--- config.mk ---
export PLATFORM = sky130hd
export DESIGN_NAME = amp_enable_ctrl
export DESIGN_NICKNAME = d
export VERILOG_FILES = /design/src/rtl/amp_ctrl_pkg.sv /design/src/rtl/amp_chan_fsm.sv /design/src/rtl/amp_enable_ctrl.sv
export SDC_FILE = /design/constraint.sdc
export NUM_CORES = 1
export LEC_CHECK = 0
export BUFFER_PORTS_ARGS = -buffer_cell sky130_fd_sc_hd__buf_2
export CORE_ASPECT_RATIO = 0.5
export CORE_UTILIZATION = 35
export DETAILED_ROUTE_END_ITERATION = 16
export PLACE_DENSITY = 0.61
export SLEW_MARGIN = 40
export SYNTH_ARGS = -nofsm -noshare
export SYNTH_HDL_FRONTEND = slang
export SYNTH_HIERARCHICAL = 1
export SYNTH_SLANG_ARGS = --single-unit
--- constraint.sdc ---
create_clock -name clk -period 3.4 [get_ports clk]
set_clock_uncertainty 0.05 [all_clocks]
set_input_delay 0.34 -clock clk [delete_from_list [all_inputs] [get_ports clk]]
set_output_delay 0.34 -clock clk [all_outputs]
set_load 0.01 [all_outputs]
--- src/rtl/amp_ctrl_pkg.sv ---
// Shared definitions for the amplifier enable controller: channel state codes
// and the fault-event counter width.
package amp_ctrl_pkg;

  localparam logic [1:0] ST_OFF   = 2'd0;
  localparam logic [1:0] ST_ARM   = 2'd1;
  localparam logic [1:0] ST_ON    = 2'd2;
  localparam logic [1:0] ST_FAULT = 2'd3;

  localparam int FEV_W = 8;

endpackage

--- src/rtl/amp_chan_fsm.sv ---
// One channel's enable sequencer: OFF -> ARM (settling delay) -> ON, with a
// latched FAULT that only an explicit host clear can release.
module amp_chan_fsm
  import amp_ctrl_pkg::*;
#(
  parameter int unsigned ENABLE_DLY = 16'd4800,
  parameter int          DLY_W      = 16
) (
  input  logic       clk,
  input  logic       reset,
  input  logic       safety_fault,
  input  logic       estop_n,
  input  logic       wr,
  input  logic       wr_en,
  input  logic       clr,
  output logic [1:0] state,
  output logic       enter_fault
);

  // A zero delay still spends one cycle in ARM.
  localparam logic [DLY_W-1:0] LOAD_VAL =
    (ENABLE_DLY == 0) ? '0 : DLY_W'(ENABLE_DLY - 1);

  logic [DLY_W-1:0] cnt;
  logic [DLY_W-1:0] cnt_nx;
  logic [1:0]       state_nx;
  logic             arm_or_on;

  assign arm_or_on   = (state == ST_ARM) || (state == ST_ON);
  assign enter_fault = reset && arm_or_on && safety_fault;

  always_comb begin
    state_nx = state;
    cnt_nx   = cnt;
    if (arm_or_on && safety_fault) begin
      state_nx = ST_FAULT;
    end else if (!estop_n) begin
      if (arm_or_on) state_nx = ST_OFF;
    end else if (clr && (state == ST_FAULT)) begin
      if (!safety_fault) state_nx = ST_OFF;
    end else if (wr && wr_en && (state == ST_OFF)) begin
      state_nx = ST_ARM;
      cnt_nx   = LOAD_VAL;
    end else if (wr && !wr_en && arm_or_on) begin
      state_nx = ST_OFF;
    end else if (state == ST_ARM) begin
      if (cnt == '0) state_nx = ST_ON;
      else           cnt_nx   = cnt - DLY_W'(1);
    end
  end

  always_ff @(posedge clk) begin
    if (!reset) begin
      state <= ST_OFF;
      cnt   <= '0;
    end else begin
      state <= state_nx;
      cnt   <= cnt_nx;
    end
  end

endmodule

--- src/rtl/amp_enable_ctrl.sv ---
// Drives the QLA amplifier enables from per-channel sequencers, with a global
// e-stop override and a saturating count of fault entries for the host.
module amp_enable_ctrl
  import amp_ctrl_pkg::*;
#(
  parameter int          NUM_CH     = 4,
  parameter int unsigned ENABLE_DLY = 16'd4800,
  parameter int          DLY_W      = 16
) (
  input  logic                clk,
  input  logic                reset,
  input  logic [NUM_CH-1:0]   safety_fault,
  input  logic                estop_n,
  input  logic                host_wr,
  input  logic [NUM_CH-1:0]   host_mask,
  input  logic [NUM_CH-1:0]   host_en,
  input  logic                host_clr,
  input  logic [NUM_CH-1:0]   clr_mask,
  output logic [NUM_CH-1:0]   amp_en,
  output logic [NUM_CH-1:0]   fault_latched,
  output logic [2*NUM_CH-1:0] chan_state,
  output logic [FEV_W-1:0]    fault_events
);

  function automatic logic [FEV_W-1:0] sat_add(input logic [FEV_W-1:0] a,
                                               input logic [FEV_W:0]   b);
    logic [FEV_W+1:0] sum;
    sum = {2'b00, a} + {1'b0, b};
    if (sum > (FEV_W+2)'({FEV_W{1'b1}})) return {FEV_W{1'b1}};
    return sum[FEV_W-1:0];
  endfunction

  logic [NUM_CH-1:0][1:0] st;
  logic [NUM_CH-1:0]      enter_fault;
  logic [FEV_W:0]         n_enter;

  for (genvar i = 0; i < NUM_CH; i++) begin : g_ch
    amp_chan_fsm #(
      .ENABLE_DLY (ENABLE_DLY),
      .DLY_W      (DLY_W)
    ) u_fsm (
      .clk          (clk),
      .reset        (reset),
      .safety_fault (safety_fault[i]),
      .estop_n      (estop_n),
      .wr           (host_wr && host_mask[i]),
      .wr_en        (host_en[i]),
      .clr          (host_clr && clr_mask[i]),
      .state        (st[i]),
      .enter_fault  (enter_fault[i])
    );

    // Outputs decode straight from the state flops, no input-to-output path.
    assign amp_en[i]           = (st[i] == ST_ON);
    assign fault_latched[i]    = (st[i] == ST_FAULT);
    assign chan_state[2*i +: 2] = st[i];
  end

  always_comb begin
    n_enter = '0;
    for (int i = 0; i < NUM_CH; i++) begin
      n_enter = n_enter + (FEV_W+1)'(enter_fault[i]);
    end
  end

  always_ff @(posedge clk) begin
    if (!reset) fault_events <= '0;
    else        fault_events <= sat_add(fault_events, n_enter);
  end

endmodule

==> results of run 1 <==
[sequential cells by signal, summed over array words and instances, names as in the netlist]
name and count:
g_ch.u_fsm/cnt 64, fault_events 8, g_ch.u_fsm/state 8
[cell usage in the layout, fill, tap and decap left out, types with 4 or more instances in the layout]
cell,synthesis,layout
nor4_1,24,24
o221a_2,16,16
or3_1,8,8
nand2_1,30,30
nor3_1,21,21
or4_1,12,12
o31ai_1,4,4
nor4b_1,4,4
a211oi_1,4,4
a21boi_0,24,24
inv_6,0,4
o21ai_0,10,10
nand3_1,32,32
a21boi_2,4,4
nand3_2,4,4
clkbuf_16,0,9
nor2b_1,5,5
o211a_1,9,9
nor4_2,4,4
and4_2,4,4
a21oi_1,30,30
inv_1,27,27
nand3b_1,9,9
a22oi_1,4,4
and3_1,8,8
dfxtp_1,80,80
a21o_1,4,4
nor2_1,55,55
nor4_4,4,4
ha_1,17,17
xnor2_1,41,41
nand4b_1,4,4
nand4_1,22,22
nor3b_1,8,8
buf_2,4,44
and2_1,12,12
[where the power goes]
group / total (W) / switching, W / leakage (nW) / internal [W]
clock: 0.00100 / 0.000424 / 0.147 / 0.000578
sequential: 0.00143 / 0.000277 / 0.649 / 0.00115
combinational: 0.00260 / 0.00159 / 1.41 / 0.00102
total: 0.00503 / 0.00229 / 2.21 / 0.00275
[kinds of logic after synthesis]
family          after synthesis  share of synthesized area
compound gates              112                      0.174
fa+ha+maj                    20                     0.0566
simple gates                271                      0.330
xor+xnor                     42                     0.0763
flops                        80                      0.332
buf+inv                      35                     0.0283
mux                           1                    0.00208
[stage by stage]
stage / util / cells / hold WS (ns) / area, µm²
2_1_floorplan: - / 561 / 0.420 / 4820
3_3_place_gp: 0.401 / 768 / 0.439 / 5230
3_5_place_dp: 0.401 / 768 / 0.442 / 5230
4_1_cts: 0.424 / 784 / 0.379 / 5530
5_1_grt: 0.424 / 784 / 0.400 / 5530
6_report: 0.424 / 784 / 0.395 / 5530
[worst max path at each step]
| stage | startpoint | end | slack [ns] | depth (start not counted) |
|---|---|---|---|---|
| 4_1_cts | g_ch[2].u_fsm/state[0] | fault_events[6] | 0.39 | 12 |
| 2_1_floorplan | g_ch[0].u_fsm/state[0] | fault_events[6] | 0.55 | 12 |
| 3_3_place_gp | g_ch[0].u_fsm/state[0] | fault_events[6] | 0.50 | 12 |
| 3_5_place_dp | g_ch[0].u_fsm/state[0] | fault_events[6] | 0.38 | 12 |
| 5_1_grt | g_ch[2].u_fsm/state[0] | fault_events[6] | 0.15 | 12 |
| 6_report | g_ch[2].u_fsm/state[0] | fault_events[6] | 0.39 | 12 |
[critical path, stage by stage (launching register included)]
cell      delay (ns)
dfxtp_1         0.44
inv_1           0.07
ha_1            0.37
and3_1          0.21
fa_1            0.47
inv_1           0.05
fa_1            0.38
inv_1           0.09
fa_1            0.27
nand4_1         0.14
nor2_1          0.15
nand3b_1        0.09
o211a_1         0.12
[metal layers]
layer,share of wire,routed length (µm),up-vias
li1,-,-,2199
met1,0.50,5710,2073
met2,0.47,5370,60
met3,0.027,308,11
met4,0.0097,112,0
met5,0,0,-
[layout make-up]
class	instances	area share
Clock inverter	7	0.0140
Clock buffer	9	0.0407
Inverter	27	0.0183
Tap cell	170	0.0385
Sequential cell	80	0.290
Multi-Input combinational cell	446	0.557
Timing Repair Buffer	45	0.0412
==> results_dict.tcl, run 1 <==
set metrics [dict create \
    reg2reg_depth 12 \
    drcViolationCount 0 \
    synthTopCellsByCount "80 x dfxtp_1, 55 x nor2_1, 41 x xnor2_1, 32 x nand3_1" \
    htree_levels 3 \
    start_util 0.370 \
    ctsHoldBuffers 0 \
    seq_area_frac_synth 0.332 \
    tritoncts "yes" \
    wl_um 11500 \
    rows 29 \
    outcome "finished clean" \
    clk-insertion-delay-late_ns 0.34 \
    synth_top_area_share 0.332 \
    drt_iter0_drc 275 \
    worstSetupEndpointType "flip-flop" \
    slew_viol_final 0 \
    cts_made_buffers 9 \
    p_per_area_mw_per_mm2 911 \
    synth_area_mm2 0.00482 \
    port_buffers 44 \
    cp_max_fo 7 \
    synth_seq_cells 80 \
    yosys_warnings 6 \
    path_class "reg2reg" \
    clock_tree.root_cell "clkbuf_16" \
    diodes 0 \
    synth_fp_nets 602 \
    r2r_slack_ns 0.39 \
    antenna_found_initial 0 \
    first_pass_iters 5 \
    ant_nets 0 \
    use_met1 0.222 \
    vias 4343 \
    dp_slack_ns 0.382 \
    clk_pin_slew_worst_paths_ns 0.07 \
    leakagePower_nw 2.21 \
    num_io_pins 45 \
    grt_pass1_vias 4037 \
    die_y_um 85.0 \
    vias_per_cell 5.54 \
    crit_arrival_ns 3.20 \
    cts_sinks 80 \
    die_x_um 168 \
    whs_path_depth 2 \
    ir_drop_v 0.000337 \
    ff_latch_area_mm2 0.00160 \
    setup_slack_ns 0.392 \
    netlist-cell-type-count 42 \
    holdPathEnd "g_ch[2].u_fsm/cnt[0]" \
    slew_headroom 0.647 \
    rsz0062_at_grt "no" \
    multi_input_area_mm2 0.00308 \
    setup_viol 0 \
    min_period_ns 3.01 \
    routabilityCongestion 0.836 \
    worstPathRequired_ns 3.59 \
    syn_to_final_growth_pct 14.7 \
    hp-start "reset" \
    yosysTopAreaCell "dfxtp_1" \
    avgSynthCellArea_um2 8.59 \
    clock.fmax_ghz 0.332 \
    grt_use_met2 0.282 \
    worst_pin_slew_ns 0.524 \
    grt_max_degree 38 \
    max_cap_violations 0 \
    reg2reg_from "g_ch[2].u_fsm/state[0]" \
    synth_cells 561 \
    cts_setup_buffers 0 \
    grt_use_met3 0.0364 \
    die_area_mm2 0.0143 \
    drive_gt1_frac 0.160 \
    synth_ff_type "dfxtp_1" \
    track_usage 0.169 \
    fill_cells 1330 \
    synth-async-reset-ratio 0 \
    cts_resized 0 \
    fin_crit_sh 0.885 \
    synth_area_leaders "dfxtp_1 33%, xnor2_1 7.5%, ha_1 4.4%, nor2_1 4.3%, a21boi_0 3.7%" \
    clock_path_buffers 2 \
    finalPower_w 0.00503 \
    grt_pass1_wl_um 19600 \
    synth_most_common_cell "dfxtp_1" \
    nets 650 \
    finalHoldViolations 0 \
    grt_overflow 0 \
    tns_ns 0 \
    gr-max-usage-layer "met2" \
    dp_hpwl_um 8410 \
    hold_path_class "in2reg" \
    avgRoutedWirePerCell_um 14.7 \
    synth_edf_count 0 \
    reg2reg_to "fault_events[6]" \
    startpoint_type "flip-flop" \
    core_area_mm2 0.0130 \
]
Power figures use the tool's default switching activity.
==> run 2: changes to the inputs <==
CORE_UTILIZATION = 50   (was 35)
PLACE_DENSITY = 0.78   (was 0.61)
==> run 2 against run 1 <==
Effect of this change: clock power is 19% higher; die area is 30% lower; cell count is 5.0% lower; sequential power hardly changed; total power is 4.4% higher; flip-flop and latch count stayed put.
==> results_dict.tcl, run 2 (same netlist as run 1, synthesis figures left out) <==
set metrics [dict create \
    drcViolationCount 0 \
    die_y_um 71.4 \
    clock_path_buffers 2 \
    cts_resized 0 \
    largest_registers "g_ch.u_fsm/cnt x64, fault_events x8, g_ch.u_fsm/state x8" \
    met1Wirelength_um 5260 \
    ir_drop_v 0.000535 \
    rsz0062_at_grt "no" \
    avgRoutedWirePerCell_um 15.0 \
    die_area_mm2 0.0101 \
    clk-insertion-delay-late_ns 0.34 \
    fin_crit_sh 0.890 \
    vias_per_cell 5.94 \
    wl_um 11200 \
    antenna_found_initial 0 \
    fill_cells 771 \
    worst_pin_slew_ns 0.550 \
    startpoint_type "flip-flop" \
    tritoncts "yes" \
    ctsHoldBuffers 0 \
    routabilityCongestion 0.867 \
    clock_tree.root_cell "clkbuf_16" \
    mostFrequentLayoutCells "80 x dfxtp_1, 55 x nor2_1, 44 x buf_2" \
    dp_slack_ns 0.386 \
    die_x_um 141 \
    ant_nets 0 \
    placed_cell_area_mm2 0.00518 \
    wl_met3_um 423 \
    diodes 0 \
    htree_levels 3 \
    setup_slack_ns 0.374 \
    outcome "finished clean" \
    slew_viol_final 0 \
    dp_hpwl_um 7930 \
    finalHoldViolations 0 \
    rows 24 \
    grt_overflow 0 \
    p_per_area_mw_per_mm2 947 \
    hold_path_class "in2reg" \
    cp_max_fo 7 \
    min_period_ns 3.03 \
    setup_viol 0 \
    design_area_mm2 0.00555 \
    track_usage 0.232 \
    grt_pass1_vias 4034 \
    worstSetupEndpointType "flip-flop" \
    multi_input_area_mm2 0.00308 \
    leakagePower_nw 2.25 \
    nets 651 \
    slew_headroom 0.630 \
    clk_pin_slew_worst_paths_ns 0.06 \
    grt_max_degree 23 \
    drt_iter0_drc 310 \
    met2WireLength_um 5340 \
    first_pass_iters 7 \
    top_register "g_ch.u_fsm/cnt" \
    ff_latch_area_mm2 0.00160 \
    clock.fmax_ghz 0.330 \
    start_util 0.533 \
    core_area_mm2 0.00904 \
    fin_hold_ws_ns 0.350 \
    crit_arrival_ns 3.21 \
    path_class "reg2reg" \
    num_io_pins 45 \
    highest_layer "met4" \
    max_cap_violations 0 \
    port_buffers 44 \
    worstPathRequired_ns 3.58 \
    final_common_cell "dfxtp_1" \
    cts_sinks 80 \
    drive_gt1_frac 0.161 \
    largest_reg_flops 64 \
    vias 4422 \
    cts_made_buffers 9 \
    grt_pass1_wl_um 18900 \
    tns_ns 0 \
    syn_to_final_growth_pct 15.2 \
    cts_setup_buffers 0 \
]
## run 2: cell types whose count changed in the layout (fill, tap and decap cells not counted)
cell        delta
bufinv_16      +3
clkinvlp_4     -1
clkinv_4       +1
inv_6          -3
buf_4          +1
## run 2: layer usage
layer	up-vias	global-route usage
met5	-	0
met4	0	0.0676
met3	16	0.0568
met2	108	0.397
met1	2094	0.295
li1	2204	-
## run 2: path summary, 6_finish.rpt
kind | slack [ns] | depth (start not counted) | endpoint | startpoint
worst max-delay path | 0.37 | 12 | fault_events[6] | g_ch[0].u_fsm/state[0]
worst min register to register | 0.46 | 2 | g_ch[3].u_fsm/cnt[14] | g_ch[3].u_fsm/cnt[14]
worst max register to register | 0.37 | 12 | fault_events[6] | g_ch[0].u_fsm/state[0]
worst min-delay path | 0.35 | 2 | fault_events[6] | reset
## run 2: layout make-up
cell class,instances,area share
timing repair buffer,46,0.0424
inverter,27,0.0183
clock buffer,9,0.0406
clock inverter,7,0.0257
tap,130,0.0293
sequential,80,0.289
multi-input combinational,446,0.555
## run 2: worst max-delay path, cell delays in order, from the launching register on
cell and delay (ns):
dfxtp_1 0.43, inv_1 0.08, ha_1 0.38, and3_1 0.22, fa_1 0.51, inv_1 0.05, fa_1 0.37, inv_1 0.09
fa_1 0.25, nand4_1 0.12, nor2_1 0.15, nand3b_1 0.09, o211a_1 0.12
## run 2: where the power goes
group | switching, W | internal [W]
Combinational | 0.00162 | 0.00102
Sequential | 0.000277 | 0.00115
Clock | 0.000395 | 0.000794
## run 2: metrics by stage
step	utilization	power (W)	cells
floorplan	-	0.00345	561
global placement	0.573	0.00393	729
detailed placement	0.573	0.00400	729
CTS	0.614	0.00523	745
global route	0.614	0.00565	745
finish	0.614	0.00526	745
==> run 3: changes to the inputs <==
RECOVER_POWER = 25   (was default)
==> run 3 against run 2 <==
Effect of this change: critical path type unchanged; critical endpoint unchanged; via count up 0.16%; core utilization down 0.33 points; worst setup slack worse by 0.0039 ns; sequential power about the same.
==> results_dict.tcl, run 3 (same netlist as run 1, synthesis figures left out) <==
set metrics [dict create \
    core_area_mm2 0.00904 \
    slew_viol_final 0 \
    mostFrequentLayoutCells "80 x dfxtp_1, 55 x nor2_1, 41 x xnor2_1" \
    whs_path_depth 2 \
    drive_gt1_frac 0.122 \
    outcome "finished clean" \
    diodes 0 \
    cts_resized 0 \
    die_x_um 141 \
    setup_viol 0 \
    multi_input_area_mm2 0.00308 \
    finalHoldViolations 0 \
    grt_pass1_wl_um 18900 \
    max_cap_violations 0 \
    clock_tree.root_cell "clkbuf_16" \
    start_util 0.533 \
    p_per_area_mw_per_mm2 948 \
    wl_um 11100 \
    routabilityCongestion 0.867 \
    final_core_util 0.611 \
    instances_no_fill 745 \
    worstSetupEndpointType "flip-flop" \
    r2r_slack_ns 0.37 \
    placed_cells_incl_taps 729 \
    vias 4429 \
    first_pass_iters 5 \
    clock.fmax_ghz 0.330 \
    tritoncts "yes" \
    tns_ns 0 \
    ff_latch_area_mm2 0.00160 \
    crit_arrival_ns 3.21 \
    clock_path_buffers 2 \
    largest_registers "g_ch.u_fsm/cnt x64, fault_events x8, g_ch.u_fsm/state x8" \
    die_area_mm2 0.0101 \
    grt_overflow 0 \
    worstPathCellList "inv_1, ha_1, and3_1, fa_1, inv_1, fa_1, inv_1, fa_1, nand4_1, nor2_1, nand3b_1, o211a_1" \
    ant_nets 0 \
    grt_max_degree 23 \
    slew_headroom 0.625 \
    rows 24 \
    num_io_pins 45 \
    clk_pin_slew_worst_paths_ns 0.06 \
    avgRoutedWirePerCell_um 15.0 \
    antenna_found_initial 0 \
    grt_pass1_vias 4034 \
    fill_cells 784 \
    startpoint_type "flip-flop" \
    min_period_ns 3.03 \
    largest_reg_flops 64 \
    dp_hpwl_um 7930 \
    top_register "g_ch.u_fsm/cnt" \
    setup_slack_ns 0.370 \
    fin_crit_sh 0.891 \
    cp_max_fo 7 \
    htree_levels 3 \
    nets 651 \
    syn_to_final_growth_pct 14.5 \
    port_buffers 44 \
    worstPathRequired_ns 3.58 \
    track_usage 0.232 \
    path_class "reg2reg" \
    finalPower_w 0.00523 \
    ctsHoldBuffers 0 \
    cts_made_buffers 9 \
    clk-insertion-delay-late_ns 0.34 \
    reg2reg_depth 12 \
    drcViolationCount 0 \
    final_common_cell "dfxtp_1" \
    cts_setup_buffers 0 \
    rsz0062_at_grt "no" \
    drt_iter0_drc 299 \
    ir_drop_v 0.000535 \
    dp_slack_ns 0.386 \
    vias_per_cell 5.94 \
    hold_path_class "in2reg" \
    die_y_um 71.4 \
    leakagePower_nw 2.15 \
    worst_pin_slew_ns 0.557 \
    cp_slowest_cell "fa_1" \
    max_stage_delay_ns 0.51 \
    cts_sinks 80 \
]
run 3: final timing paths:
kind,endpoint,startpoint
setup reg to reg,fault_events[6],g_ch[0].u_fsm/state[0]
hold reg to reg,g_ch[3].u_fsm/cnt[14],g_ch[3].u_fsm/cnt[14]
hold / removal,fault_events[6],reset
setup / recovery,fault_events[6],g_ch[0].u_fsm/state[0]
run 3: cell type report:
class / count / area share
well taps: 130 / 0.0295
clock buffers: 9 / 0.0408
flip-flops and latches: 80 / 0.290
multi-input cells: 446 / 0.558
inverters: 27 / 0.0184
clock inverters: 7 / 0.0258
repair buffers: 46 / 0.0374
run 3: metal layers:
metal  GRT usage  part of all wire
met4      0.0676            0.0057
met3      0.0568             0.028
met5           0                 0
met1       0.295              0.47
met2       0.397              0.49
run 3: power by group:
group	total [W]	switching [W]	internal, W
clock	0.00119	0.000393	0.000794
combinational	0.00261	0.00162	0.000995
sequential	0.00143	0.000278	0.00115
total	0.00523	0.00229	0.00294
run 3: through the flow:
stage / hold slack, ns / instance area [µm²]
final: 0.350 / 5520
after global routing: 0.357 / 5520
after detailed placement: 0.450 / 5180
after CTS: 0.336 / 5550
after global placement: 0.437 / 5180
after floorplan: 0.420 / 4820
run 3: worst max-delay path, delay by kind of cell, from the launching register on:
family	cells	cell delay, ns
adders and majority gates	4	1.51
and+or+nand+nor	4	0.58
DFF	1	0.44
buffers and inverters	3	0.22
AOI/OAI and AO/OA	1	0.12
